File: src/rtl/pico_mips_pkg.sv
// pico_mips_pkg: shared width, default affine coefficients and FSM states for pico_mips.
package pico_mips_pkg;
  localparam int W = 8;
  localparam logic signed [W-1:0] DEF_A11 = 8'sd96;
  localparam logic signed [W-1:0] DEF_A12 = 8'sd64;
  localparam logic signed [W-1:0] DEF_A21 = -8'sd64;
  localparam logic signed [W-1:0] DEF_A22 = 8'sd96;
  localparam logic signed [W-1:0] DEF_B1 = 8'sd20;
  localparam logic signed [W-1:0] DEF_B2 = -8'sd20;
  typedef enum logic [3:0] {
    WAIT_X_HI, WAIT_X_LO, WAIT_Y_HI, WAIT_Y_LO, C1, C2, C3, C4, SHOW_X, SHOW_Y
  } state_t;
endpackage

File: src/rtl/pico_mips_mac.sv
// pico_mips_mac: Q1.7 multiply, floor-scaled back to 8 bits, plus a wrapping addend.
module pico_mips_mac
  import pico_mips_pkg::*;
(
  input  logic signed [W-1:0] a,
  input  logic signed [W-1:0] b,
  input  logic signed [W-1:0] c,
  output logic signed [W-1:0] y
);
  logic signed [2*W-1:0] p;
  assign p = a * b;
  assign y = p[2*W-2:W-1] + c;
endmodule

File: src/rtl/pico_mips.sv
// pico_mips: switch-handshake affine transform engine driving the LEDs.
// PICOMIPS_SYNC_EN adds a 2-flop handshake synchronizer and a data register.
module pico_mips
  import pico_mips_pkg::*;
#(
  parameter logic signed [W-1:0] A11 = DEF_A11,
  parameter logic signed [W-1:0] A12 = DEF_A12,
  parameter logic signed [W-1:0] A21 = DEF_A21,
  parameter logic signed [W-1:0] A22 = DEF_A22,
  parameter logic signed [W-1:0] B1 = DEF_B1,
  parameter logic signed [W-1:0] B2 = DEF_B2
) (
  input  logic         clk,
  input  logic         reset,
  input  logic [9:0]   SW,
  output logic [W-1:0] LED
);
  state_t state, state_n;
  logic signed [W-1:0] x1, y1, x2, y2, acc, ma, mb, mc, mo;
  logic hs;
  logic [W-1:0] d;
  logic unused_sw;
  assign unused_sw = SW[9];
`ifdef PICOMIPS_SYNC_EN
  logic [1:0] hs_q;
  logic [W-1:0] d_q;
  always_ff @(posedge clk) begin
    if (reset) begin
      hs_q <= '0;
      d_q <= '0;
    end else begin
      hs_q <= {hs_q[0], SW[8]};
      d_q <= SW[W-1:0];
    end
  end
  assign hs = hs_q[1];
  assign d = d_q;
`else
  assign hs = SW[8];
  assign d = SW[W-1:0];
`endif
  assign ma = (state == C1) ? A11 : (state == C2) ? A12 : (state == C3) ? A21 : A22;
  assign mb = (state == C1 || state == C3) ? x1 : y1;
  assign mc = (state == C1) ? B1 : (state == C3) ? B2 : acc;
  pico_mips_mac mac (.a(ma), .b(mb), .c(mc), .y(mo));
  always_comb begin
    state_n = state;
    case (state)
      WAIT_X_HI: state_n = hs ? WAIT_X_LO : state;
      WAIT_X_LO: state_n = hs ? state : WAIT_Y_HI;
      WAIT_Y_HI: state_n = hs ? WAIT_Y_LO : state;
      WAIT_Y_LO: state_n = hs ? state : C1;
      C1: state_n = C2;
      C2: state_n = C3;
      C3: state_n = C4;
      C4: state_n = SHOW_X;
      SHOW_X: state_n = hs ? SHOW_Y : state;
      SHOW_Y: state_n = hs ? state : WAIT_X_HI;
      default: state_n = WAIT_X_HI;
    endcase
  end
  always_ff @(posedge clk) begin
    if (reset) begin
      state <= WAIT_X_HI;
      x1 <= '0;
      y1 <= '0;
      x2 <= '0;
      y2 <= '0;
      acc <= '0;
      LED <= '0;
    end else begin
      state <= state_n;
      if (state == WAIT_X_HI && hs) x1 <= d;
      if (state == WAIT_Y_HI && hs) y1 <= d;
      if (state == C1 || state == C3) acc <= mo;
      if (state == C2) x2 <= mo;
      if (state == C4) y2 <= mo;
      if (state == C4) LED <= x2;
      else if (state == SHOW_X && hs) LED <= y2;
    end
  end
endmodule

File: config.mk
export PLATFORM = sky130hd
export DESIGN_NAME = pico_mips
export DESIGN_NICKNAME = d
export VERILOG_FILES = /design/src/rtl/pico_mips_pkg.sv /design/src/rtl/pico_mips_mac.sv /design/src/rtl/pico_mips.sv
export SDC_FILE = /design/constraint.sdc
export NUM_CORES = 1
export LEC_CHECK = 0
export ABC_AREA = 1
export ABC_CLOCK_PERIOD_IN_PS = 5390
export BUFFER_PORTS_ARGS = -buffer_cell sky130_fd_sc_hd__buf_2
export CAP_MARGIN = 10
export CORE_UTILIZATION = 55
export CTS_BUF_LIST = sky130_fd_sc_hd__clkbuf_4 sky130_fd_sc_hd__clkbuf_8 sky130_fd_sc_hd__clkbuf_16
export CTS_CLUSTER_SIZE = 24
export DETAILED_ROUTE_END_ITERATION = 7
export GPL_TIMING_DRIVEN = 0
export PLACE_DENSITY = 0.76
export SETUP_SLACK_MARGIN = 0.2
export SLEW_MARGIN = 15
export SYNTH_ARGS = -nofsm -noshare
export SYNTH_HDL_FRONTEND = slang
export SYNTH_SLANG_ARGS = --single-unit
File: constraint.sdc
create_clock -name clk -period 5.39 [get_ports clk]
set_input_delay 1.3475 -clock clk [delete_from_list [all_inputs] [get_ports clk]]
set_output_delay 1.3475 -clock clk [all_outputs]
set_load 0.01 [all_outputs]
# Word-level counts from Yosys, hierarchy flattened
# Cells that the tools add are included.
# word_totals
out_inout_bits,8
register_bits,52
inputBits,12
# classes
n_eq_ne,15
n_mux,15
reduce_logical,7
n_mul,1
add_sub_neg,1
# op_table
op,count
8-bit 2-to-1 mux,8
4-bit case mux with 10 select lines,1
4-bit 2-to-1 mux,6
4-bit by 3-bit == test with 1-bit output (second input constant),4
8-bit by 8-bit multiplier with 15-bit output,1
2-bit != test (second input constant),6
8-bit adder,1
4-bit by 2-bit == test with 1-bit output (second input constant),2
4-bit == test (second input constant),2
6-bit AND reduction,1
4-bit by 1-bit == test with 1-bit output (second input constant),1
4-bit zero test,1
1-bit logical AND,3
2-bit nonzero test,1
1-bit logical OR,1

# Depth between registers and ports, before layout
# Gate-level depths: netlist of run 1.
# logic_depth
depth_word,6
mapped_depth,30
ltp_nobuf,28

# By module
# A second synthesis of run 1 with hierarchy kept.
# hier_totals
cells_unflattened,712
hier_area_um2,4926.0
# modules_own_cells
module,area_each_um2,cells_each,n_inst
pico_mips_mac,2797.7,410,1
pico_mips,2128.3,302,1

# Worst setup path after synthesis of run 1
# OpenSTA, ideal clock, no wires.
# synth_path
path_type,register to register
startpoint,register state[0]
endpoint,register acc[7]
n_path_buf,2
arrival_ns,5.300
path_stages_with_launch,29
t_required_ns,5.280
slack_ns,-0.020
cell_sequence,dfxtp_1 buf_2 inv_1 nand3_1 clkbuf_1 o21ai_0 nor2_1 fa_1 inv_1 fa_1 inv_1 fa_1 inv_1 fa_1 inv_1 ha_1 a21o_1 a31oi_1 xnor2_1 ha_1 inv_1 o31ai_1 a21oi_1 inv_1 nand3_1 nand3_1 nand3_1 nand3_1 inv_1
# synth_via
elab_chain_len,6
elab_cells_between_ends,12
# synth_lines
element,line,text
"start, declared",pico_mips.sv:18,"state_t state, state_n;"
"start signal, assigned",pico_mips.sv:72,state <= state_n;
4-bit by 3-bit == test with 1-bit output,n/a,
8-bit 2-to-1 mux (3 in series),pico_mips.sv:42,assign ma = (state == C1) ? A11 : (state == C2) ? A12 : (state == C3) ? A21 : A22;
8-bit by 8-bit multiplier with 15-bit output,pico_mips_mac.sv:11,assign p = a * b;
8-bit adder,pico_mips_mac.sv:12,assign y = p[2*W-2:W-1] + c;
"end signal, assigned",pico_mips.sv:75,if (state == C1 || state == C3) acc <= mo;
"end, declared",pico_mips.sv:19,"logic signed [W-1:0] x1, y1, x2, y2, acc, ma, mb, mc, mo;"
# Parallel ways exist; a longest one is shown, timed or not.
# A chain may end at the register's enable or synchronous reset.

# Worst setup path after layout of run 1
# layout_path
startpoint,register state[2]
endpoint,register x2[7]
# layout_via
elab_chain_len,6
elab_cells_between_ends,12
# layout_lines
element,line,text
4-bit by 3-bit == test with 1-bit output,"pico_mips.sv:42, pico_mips.sv:43, pico_mips.sv:44",
8-bit 2-to-1 mux (3 in series),pico_mips.sv:42,
8-bit by 8-bit multiplier with 15-bit output,pico_mips_mac.sv:11,
8-bit adder,pico_mips_mac.sv:12,
"end signal, assigned",pico_mips.sv:76,if (state == C2) x2 <= mo;
"end, declared",pico_mips.sv:19,
# Parallel ways exist; a longest one is shown, timed or not.

==> results.toml, run 1 <==
[sta]
fin_crit_ns = 5.24
fin_setup_tns_ns = 0
fin_skew_ns = 0.00879
relSlewSlack_pct = 57.7
max_freq_mhz = 191
hold_viol = 0
period_share_pct = 97.3
report.final.setup_viol = 0
slew_viol_final = 0
layout_setup_ws_ns = 0.146
tightest_slew_ns = 0.632
rsz0062_at_grt = "true"

[cells_and_area]
synthToLayoutAreaGrowth_pct = 24.1
fin_area_um2 = 4500
antenna_cells = 0
layout-drive-gt1-share_pct = 24.8
stdcell_count = 621
nNetsFinal = 605

[worst_setup_path]
r2r-start = "state[2]"
cp.required_ns = 5.62
path_common_cell = "fa_1"
worstSetupPathType = "register to register"
crit_fanout = 6
cpPeakStageDelay_ns = 0.54
cpMaxStageDelayCell = "fa_1"
cp-startpoint = "state[2]"
worstSetupStartpointType = "register"
endpoint_kind = "register"
arrival_ns = 5.47

[placement]
dp_hpwl_mm = 6.19
port_buffers = 18
gp_congestion = 0.833
place_area_um2 = 3830
post-place-ws_ns = -0.264
dp.cells = 586

[power_and_ir_drop]
pwr-share-clk_pct = 22.1
p_leak_uw = 0.00218
p_sw_uw = 402
power.density_nw_per_um2 = 234
switching_share_pct = 38.2
pwr-share-seq_pct = 40.0
internal_power_uw = 652
finalPower_uw = 1050
combPwrFrac_pct = 37.8
irDropWorstVdd_uv = 177

[routing]
first_pass_iters = 5
routed_via_density = 5.48
drtIter0Drc = 232
vias = 3406
wl_mm = 9.17
wl_per_cell_um = 14.8
drc = 0
drtAntennaViolNets = 0

[global_routing]
grt_pass1_wl_mm = 14.1
grt_overflow = 0
grt_pass1_vias = 3211
antenna_found_initial = 0
grt_usage_pct = 24.8
grt_max_degree = 18

[clock_network]
clk_latency_ns = 0.32
root_buffer = "clkbuf_8"
cts_buffer_depth = 2
clk_pin_slew_ns = 0.10
cts_sinks = 52
cts-buffers-inserted = 5
hold_buffers = 0
htreeDepth = 2
cts_tree = "yes"

[die]
start_util_pct = 57.1
core_um2 = 6350
die_h_um = 83.2
num_rows = 29
die_area_um2 = 6930
io_pins = 20
die_width_um = 83.2

[synth]
yosysTopAreaCellShare_pct = 28.7
synth_cell_types = 27
seq_area_frac_synth_pct = 28.7
synth_top_family_by_area = "adder cells"
ys_ff_latch = 52
synth_mux_area_share_pct = 0
post_synth_main_area_contributors = "dfxtp_1 29%, fa_1 15%, inv_1 9.8%, nand2_1 9.2%, ha_1 7.9%"
netlist_area_um2 = 3630
synth_cells = 491
synth_compound_area_share_pct = 14.7
synth_xor_area_share_pct = 2.41
yosysWarnings = 0
synth_edf_count = 0
synthAdderAreaFrac_pct = 22.8
postSynthAreaPerCell_um2 = 7.39
async_flop_share_pct = 0
synthSimpleGateAreaFrac_pct = 19.6
synth_area_leader_cell = "dfxtp_1"
ys_top_cells_by_count = "95 x inv_1, 89 x nand2_1, 52 x dfxtp_1"
synth_ff_type = "dfxtp_1"
synth_most_common_cell = "inv_1"
synth_nets = 553

[outcome]
status = "finished, final reports clean"

[job]
cap_violations = 0

[worst_hold_path]
hp-start = "y1[4]"
hold_path.class = "register to register"
==> sequential cells by signal, indices dropped and copies added, names as in the netlist <==
register / count
LED: 8
acc: 8
state: 4
x1: 8
x2: 8
y1: 8
y2: 8
==> logic make-up (layout without fill, tap and decap cells) <==
kind of cell / after synthesis / count (layout)
fa+ha+maj: 50 / 50
simple gates: 168 / 168
buf+inv: 112 / 165
compound gates: 99 / 99
xor+xnor: 10 / 10
flops: 52 / 52
==> cell type report <==
type | instances | area (um2)
clock buffer | 5 | 68.8
buffer | 12 | 71.3
tap | 77 | 96.3
multi-input combinational | 327 | 2500
sequential | 52 | 1050
clock inverter | 3 | 22.5
fill | 469 | 1850
timing repair buffer | 45 | 297
inverter | 100 | 390
==> metrics by stage <==
stage	utilization, %	hold slack, ns
after floorplan	-	0.430
after global routing	70.9	0.490
final	70.9	0.464
after global placement	60.3	0.443
after detailed placement	60.3	0.452
after CTS	65.4	0.467
==> critical path: cells and delay by family, from the launching register on <==
family	cells	cell delay, ns
buf+inv	9	0.59
fa+ha+maj	6	2.61
simple gates	8	0.80
compound gates	4	0.65
flops	1	0.40
xor+xnor	1	0.09
==> power by group through the flow <==
stage,sequential (uW),clock (uW),combinational [uW]
after detailed placement,426,0,290
after floorplan,423,0,224
final,422,233,399
after CTS,420,234,329
after global placement,426,0,281
after global routing,424,246,439
==> layer usage <==
metal / track usage [%] / up-vias / wire length [um]
met1: 31.0 / 1606 / 3930
met2: 43.1 / 111 / 4510
li1: - / 1656 / -
met3: 4.17 / 33 / 423
met4: 8.93 / 0 / 307
met5: 0 / - / 0
==> worst paths after layout <==
check | cells past startpoint | slack [ns] | end
worst min-delay path | 2 | 0.46 | y1[4]
worst max register to register | 28 | 0.15 | x2[7]
worst min register to register | 2 | 0.46 | y1[4]
worst max-delay path | 28 | 0.15 | x2[7]
==> placed cells by master, fill, tap and decap left out, types with 11 or more instances in the layout <==
cell type	Yosys	layout
inv_1	95	86
nand2_1	89	82
dfxtp_1	52	48
a21oi_1	42	37
o21ai_0	37	33
nor2_1	38	27
buf_4	0	26
fa_1	27	25
buf_2	4	21
ha_1	23	16
nand3_1	26	15
nand3_2	1	11
==> repair_timing <==
item,4_1_cts,5_1_grt
pin swaps,14,41
resized for setup,45,52
gates cloned,1,0
setup buffers,9,17
setup endpoints to repair,9,9
No activity file was read; power rests on OpenSTA's default activity.
==> inputs of run 2 (changes only) <==
--- a/config.mk
+++ b/config.mk
@@ -5,7 +5,7 @@
 export SDC_FILE = /design/constraint.sdc
 export NUM_CORES = 1
 export LEC_CHECK = 0
-export ABC_AREA = 1
+export ABC_AREA = 0
 export ABC_CLOCK_PERIOD_IN_PS = 5390
 export BUFFER_PORTS_ARGS = -buffer_cell sky130_fd_sc_hd__buf_2
 export CAP_MARGIN = 10
==> run 2 against run 1 <==
  * Worst hold slack got worse by 0.0021 ns
  * Final area fell by 8.0%
  * Total power fell by 32%
  * Sequential share of layout area rose by 1.8 points
  * Die area fell by 3.5%
  * Clock power barely moved
  * Flip-flop and latch count did not move
  * Final cell count fell by 15%
  * Core utilization fell by 2.1 points
  * Worst setup slack improved by 0.081 ns
  * Critical path depth fell by 8
  * Area after synthesis fell by 3.6%
  * Largest cell class unchanged
==> results.toml, run 2 <==
[routing]
routed_via_density = 5.48
wirelength_met1_mm = 3.45
drtAntennaViolNets = 0
drtIter0Drc = 127
first_pass_iters = 5
drc = 0
wl_met3_um = 352
wl_mm = 7.75
wl_met2_mm = 3.83
wl_per_cell_um = 14.6
vias = 2905
top_layer_used = "met4"

[placement]
place_area_um2 = 3730
dp_hpwl_mm = 5.63
port_buffers = 17
gp_congestion = 0.832

[cells_and_area]
final_common_cell = "nand2_1"
utilization_pct = 68.8
fin_area_um2 = 4150
layout-drive-gt1-share_pct = 21.1
nFillCells = 469
synthToLayoutAreaGrowth_pct = 18.5
layout_common_cells = "62 x nand2_1, 50 x dfxtp_1, 46 x a21oi_1"
nNetsFinal = 516
antenna_cells = 0

[global_routing]
antenna_found_initial = 0
grt_pass1_wl_mm = 12.9
grt_overflow = 0
grt_usage_pct = 25.8
grt_max_degree = 19
grt_pass1_vias = 2836

[synth]
synth_cells = 410
synth_ff_type = "dfxtp_1"
postSynthAreaPerCell_um2 = 8.53
async_flop_share_pct = 0
seq_area_frac_synth_pct = 29.8
post_synth_main_area_contributors = "dfxtp_1 30%, fa_1 15%, ha_1 8.2%, nand2_1 7.2%, a21oi_1 7.0%"
synth_nets = 472
ys_top_cells_by_count = "67 x nand2_1, 52 x dfxtp_1, 49 x a21oi_1"
synth_most_common_cell = "nand2_1"
netlist_area_um2 = 3500
synth_cell_types = 37
synth_edf_count = 0
yosysTopAreaCellShare_pct = 29.8
yosysWarnings = 0
ys_ff_latch = 52
synth_area_leader_cell = "dfxtp_1"

[outcome]
status = "finished, final reports clean"

[clock_network]
htreeDepth = 2
cts_sinks = 52
hold_buffers = 0
cts_tree = "yes"
clk_pin_slew_ns = 0.09
root_buffer = "clkbuf_8"
cts_buffer_depth = 2
clk_latency_ns = 0.31
cts-buffers-inserted = 5

[worst_setup_path]
crit_fanout = 6
arrival_ns = 5.34
worstSetupStartpointType = "register"
r2r_slack_ns = 0.23
worstSetupPathType = "register to register"
endpoint_kind = "register"
cp.required_ns = 5.57

[sta]
fin_crit_ns = 5.16
tightest_slew_ns = 0.740
rsz0062_at_grt = "true"
whs_ns = 0.462
slew_viol_final = 0
period_share_pct = 95.8
report.final.setup_viol = 0
hold_viol = 0
relSlewSlack_pct = 50.3
max_freq_mhz = 194
fin_skew_ns = 0.0108

[power_and_ir_drop]
power.density_nw_per_um2 = 172
p_leak_uw = 0.00183
irDropWorstVdd_uv = 194
finalPower_uw = 713

[die]
core_um2 = 6030
num_rows = 28
die_area_um2 = 6680
die_width_um = 81.7
start_util_pct = 58.0
die_h_um = 81.7
io_pins = 20

[job]
cap_violations = 0

[worst_hold_path]
hold_path.class = "register to register"
[run 2: changes by cell type after synthesis, moves of 10 or more]
cell / change
inv_1: -48
nand3_1: -17
mux2i_1: +17
a31oi_1: -10
o21ai_0: -35
nand2_1: -22
xnor2_1: +10
[run 2: logic make-up (layout without fill, tap and decap cells)]
family / Yosys count / after routing / share of synthesized area, %
compound gates: 72 / 72 / 11.8
xor+xnor: 20 / 20 / 5.40
fa+ha+maj: 50 / 50 / 23.7
buf+inv: 65 / 110 / 7.33
flops: 52 / 52 / 29.8
mux: 17 / 17 / 4.87
simple gates: 134 / 134 / 17.2
[run 2: layout make-up]
| cell class | count | area [um2] | area share, % |
|---|---|---|---|
| Sequential cell | 52 | 1040 | 25.2 |
| Clock inverter | 3 | 27.5 | 0.664 |
| Inverter | 48 | 180 | 4.35 |
| Clock buffer | 5 | 68.8 | 1.66 |
| Tap cell | 75 | 93.8 | 2.26 |
| Buffer | 17 | 110 | 2.66 |
| Multi-Input combinational cell | 293 | 2370 | 57.2 |
| Timing Repair Buffer | 37 | 251 | 6.07 |
[run 2: what timing repair did]
action / in CTS / in global routing
gates resized for setup: 39 / 9
gates cloned: 0 / 0
pin swaps: 26 / 14
buffers inserted: 20 / 0
setup endpoints to repair: 12 / 12
[run 2: metrics by stage]
stage          cells  TNS, ns  worst slack [ns]
6_report         530        0             0.227
3_3_place_gp     502   -0.737            -0.250
3_5_place_dp     502   -0.976            -0.313
5_1_grt          530  -0.0178           -0.0109
2_1_floorplan    410        0             0.203
4_1_cts          530        0             0.210
[run 2: critical path, cell delays in order, from the launching register on]
cell	delay (ns)
dfxtp_2	0.33
buf_6	0.11
nand2b_4	0.15
buf_4	0.16
nor2_2	0.29
a21oi_2	0.07
fa_1	0.40
fa_1	0.47
fa_1	0.50
inv_1	0.06
fa_1	0.54
inv_1	0.07
fa_2	0.41
a21o_1	0.21
a21oi_2	0.14
xnor2_1	0.13
ha_1	0.26
a21o_1	0.17
a31o_1	0.22
xor2_2	0.25
a211oi_2	0.11
[run 2: per-layer routing]
layer  vias up  GRT usage (%)
met5         -              0
met4         0           9.30
met3        14           3.89
met2        74           42.3
met1      1398           34.5
li1       1419              -
[run 2: report_power, final]
group	total (uW)	switching [uW]	internal [uW]
Clock	233	137	95.5
Combinational	83.5	51.1	32.5
Sequential	397	6.18	391
[run 2: final timing paths]
check	start	end	depth (start not counted)
setup / recovery	state[3]	acc[7]	20
hold reg to reg	y1[1]	y1[1]	2
setup reg to reg	state[3]	acc[7]	20
hold / removal	y1[1]	y1[1]	2
==> inputs of run 3 (changes only) <==
--- a/config.mk
+++ b/config.mk
@@ -6,15 +6,16 @@
 export NUM_CORES = 1
 export LEC_CHECK = 0
 export ABC_AREA = 0
-export ABC_CLOCK_PERIOD_IN_PS = 5390
+export ABC_CLOCK_PERIOD_IN_PS = 6550
 export BUFFER_PORTS_ARGS = -buffer_cell sky130_fd_sc_hd__buf_2
 export CAP_MARGIN = 10
+export CORE_MARGIN = 2
 export CORE_UTILIZATION = 55
 export CTS_BUF_LIST = sky130_fd_sc_hd__clkbuf_4 sky130_fd_sc_hd__clkbuf_8 sky130_fd_sc_hd__clkbuf_16
 export CTS_CLUSTER_SIZE = 24
 export DETAILED_ROUTE_END_ITERATION = 7
 export GPL_TIMING_DRIVEN = 0
-export PLACE_DENSITY = 0.76
+export PLACE_DENSITY = 0.73
 export SETUP_SLACK_MARGIN = 0.2
 export SLEW_MARGIN = 15
 export SYNTH_ARGS = -nofsm -noshare
==> constraint.sdc (replaced) <==
create_clock -name clk -period 6.55 [get_ports clk]
set_input_delay 1.6375 -clock clk [delete_from_list [all_inputs] [get_ports clk]]
set_output_delay 1.6375 -clock clk [all_outputs]
set_load 0.01 [all_outputs]
==> run 3 against run 2 <==
  * Combinational power fell by 28%
  * Largest power group unchanged
  * Via count fell by 6.5%
  * Sequential power fell by 18%
  * Global-route usage fell by 4.3 points
  * Worst setup slack improved by 0.33 ns
  * Largest cell class unchanged
  * Wire length fell by 8.8%
  * Core utilization fell by 8.2 points
==> results.toml, run 3 (synthesis results as in run 2) <==
[worst_setup_path]
endpoint_kind = "register"
worstSetupStartpointType = "register"
cp.required_ns = 6.78
crit_chain = "buf_6 > nand2b_1 > nor2_2 > clkbuf_2 > and3_1 > ha_1 > inv_1 > fa_1 > inv_1 > fa_1 > inv_1 > fa_1 > inv_1 > ha_1 > fa_1 > a21o_1 > a21oi_1 > xnor2_1 > ha_1 > a21o_1 > a31o_1 > xor2_2 > a211oi_1"
r2r_cells = 23
reg2reg_to = "acc[7]"
r2r-start = "state[3]"
crit_fanout = 10
cp.buffers_inverters = 6
cp_top_family = "adder cells"
cpPeakStageDelay_ns = 0.56
arrival_ns = 6.22
cpMaxStageDelayCell = "fa_1"
r2r_slack_ns = 0.56
worstSetupPathType = "register to register"

[global_routing]
grt_pass1_vias = 2683
grt_overflow = 0
grt_usage_pct = 21.5
grt_max_degree = 17
antenna_found_initial = 0
grt_pass1_wl_mm = 12.2

[clock_network]
hold_buffers = 0
clk_pin_slew_ns = 0.09
clk_latency_ns = 0.31
root_buffer = "clkbuf_8"
cts_setup_buffers = 0
htreeDepth = 2
cts_tree = "yes"
cts-buffers-inserted = 5
cts_buffer_depth = 2
cts_resized = 0
cts_sinks = 52

[power_and_ir_drop]
p_leak_uw = 0.00172
irDropWorstVdd_uv = 185
power.density_nw_per_um2 = 152

[sta]
hold_viol = 0
tightest_slew_ns = 0.758
fin_crit_ns = 5.99
period_share_pct = 91.5
rsz0062_at_grt = "false"
slew_viol_final = 0
max_freq_mhz = 167
report.final.setup_viol = 0
fin_skew_ns = 0.00670
fin_setup_tns_ns = 0
relSlewSlack_pct = 49.1

[routing]
vias = 2715
routed_via_density = 5.30
wl_per_cell_um = 13.8
drtIter0Drc = 108
drtAntennaViolNets = 0
wl_mm = 7.07
first_pass_iters = 4
drc = 0

[worst_hold_path]
hold_path.class = "register to register"
min_to = "y1[2]"
hp-start = "y1[2]"
hold_depth = 2

[die]
die_h_um = 83.7
start_util_pct = 56.0
die_width_um = 83.7
num_rows = 29
io_pins = 20
die_area_um2 = 7010
core_um2 = 6240

[cells_and_area]
layout-drive-gt1-share_pct = 9.20
nFillCells = 563
final_common_cell = "nand2_1"
synthToLayoutAreaGrowth_pct = 8.19
fin_area_um2 = 3780
nNetsFinal = 496
layout_common_cells = "67 x nand2_1, 52 x dfxtp_1, 49 x a21oi_1"
antenna_cells = 0

[placement]
place_area_um2 = 3680
gp_congestion = 0.842
dp_hpwl_mm = 5.46
port_buffers = 17

[job]
cap_violations = 0

[outcome]
status = "finished, final reports clean"
-- run 3: worst max-delay path by stage --
stage / startpoint / end / slack [ns] / depth (start not counted)
4_1_cts: state[3] / acc[7] / 0.22 / 23
6_report: state[3] / acc[7] / 0.56 / 23
2_1_floorplan: state[3] / y2[7] / 1.02 / 23
3_5_place_dp: state[3] / x2[7] / 0.30 / 23
5_1_grt: state[3] / y2[7] / 0.19 / 23
3_3_place_gp: state[3] / x2[7] / 0.40 / 23
-- run 3: stage by stage --
step	total power [uW]	hold slack, ns	instances	setup WS, ns	util (%)
after floorplan	375	0.436	410	1.02	-
after global placement	392	0.442	504	0.400	58.9
after detailed placement	393	0.447	504	0.295	58.9
after CTS	578	0.461	512	0.221	60.4
after global routing	598	0.477	512	0.193	60.6
final	576	0.462	512	0.556	60.6
-- run 3: layout make-up --
type                       instances  area [um2]  area share [%]
buffer                            17        78.8            2.08
clock buffer                       6        76.3            2.02
clock inverter                     2        16.3           0.430
inverter                          48         180            4.76
multi-input combinational        293        2210            58.4
sequential                        52        1040            27.5
tap                               77        96.3            2.55
timing repair buffer              17        85.1            2.25
-- run 3: worst reg2reg max path, stage by stage, from the launching register on --
cell and delay, ns:
dfxtp_1 0.32, buf_6 0.13, nand2b_1 0.26, nor2_2 0.29, clkbuf_2 0.28, and3_1 0.20
ha_1 0.32, inv_1 0.11, fa_1 0.56, inv_1 0.05, fa_1 0.48, inv_1 0.06
fa_1 0.52, inv_1 0.04, ha_1 0.23, fa_1 0.41, a21o_1 0.17, a21oi_1 0.18
xnor2_1 0.18, ha_1 0.31, a21o_1 0.19, a31o_1 0.22, xor2_2 0.18, a211oi_1 0.23
-- run 3: power by group --
group          leakage (uW)  switching (uW)  internal, uW
Clock             0.0000448             109          80.4
Sequential         0.000421            4.35           321
Combinational       0.00126            38.8          21.7
Total               0.00172             152           424
-- run 3: per-layer routing --
layer | vias up | global-route usage [%] | share of wire, %
met3 | 8 | 2.08 | 2.6
li1 | 1382 | - | -
met2 | 40 | 35.3 | 48
met4 | 0 | 7.18 | 1.3
met5 | - | 0 | 0
met1 | 1285 | 30.0 | 48
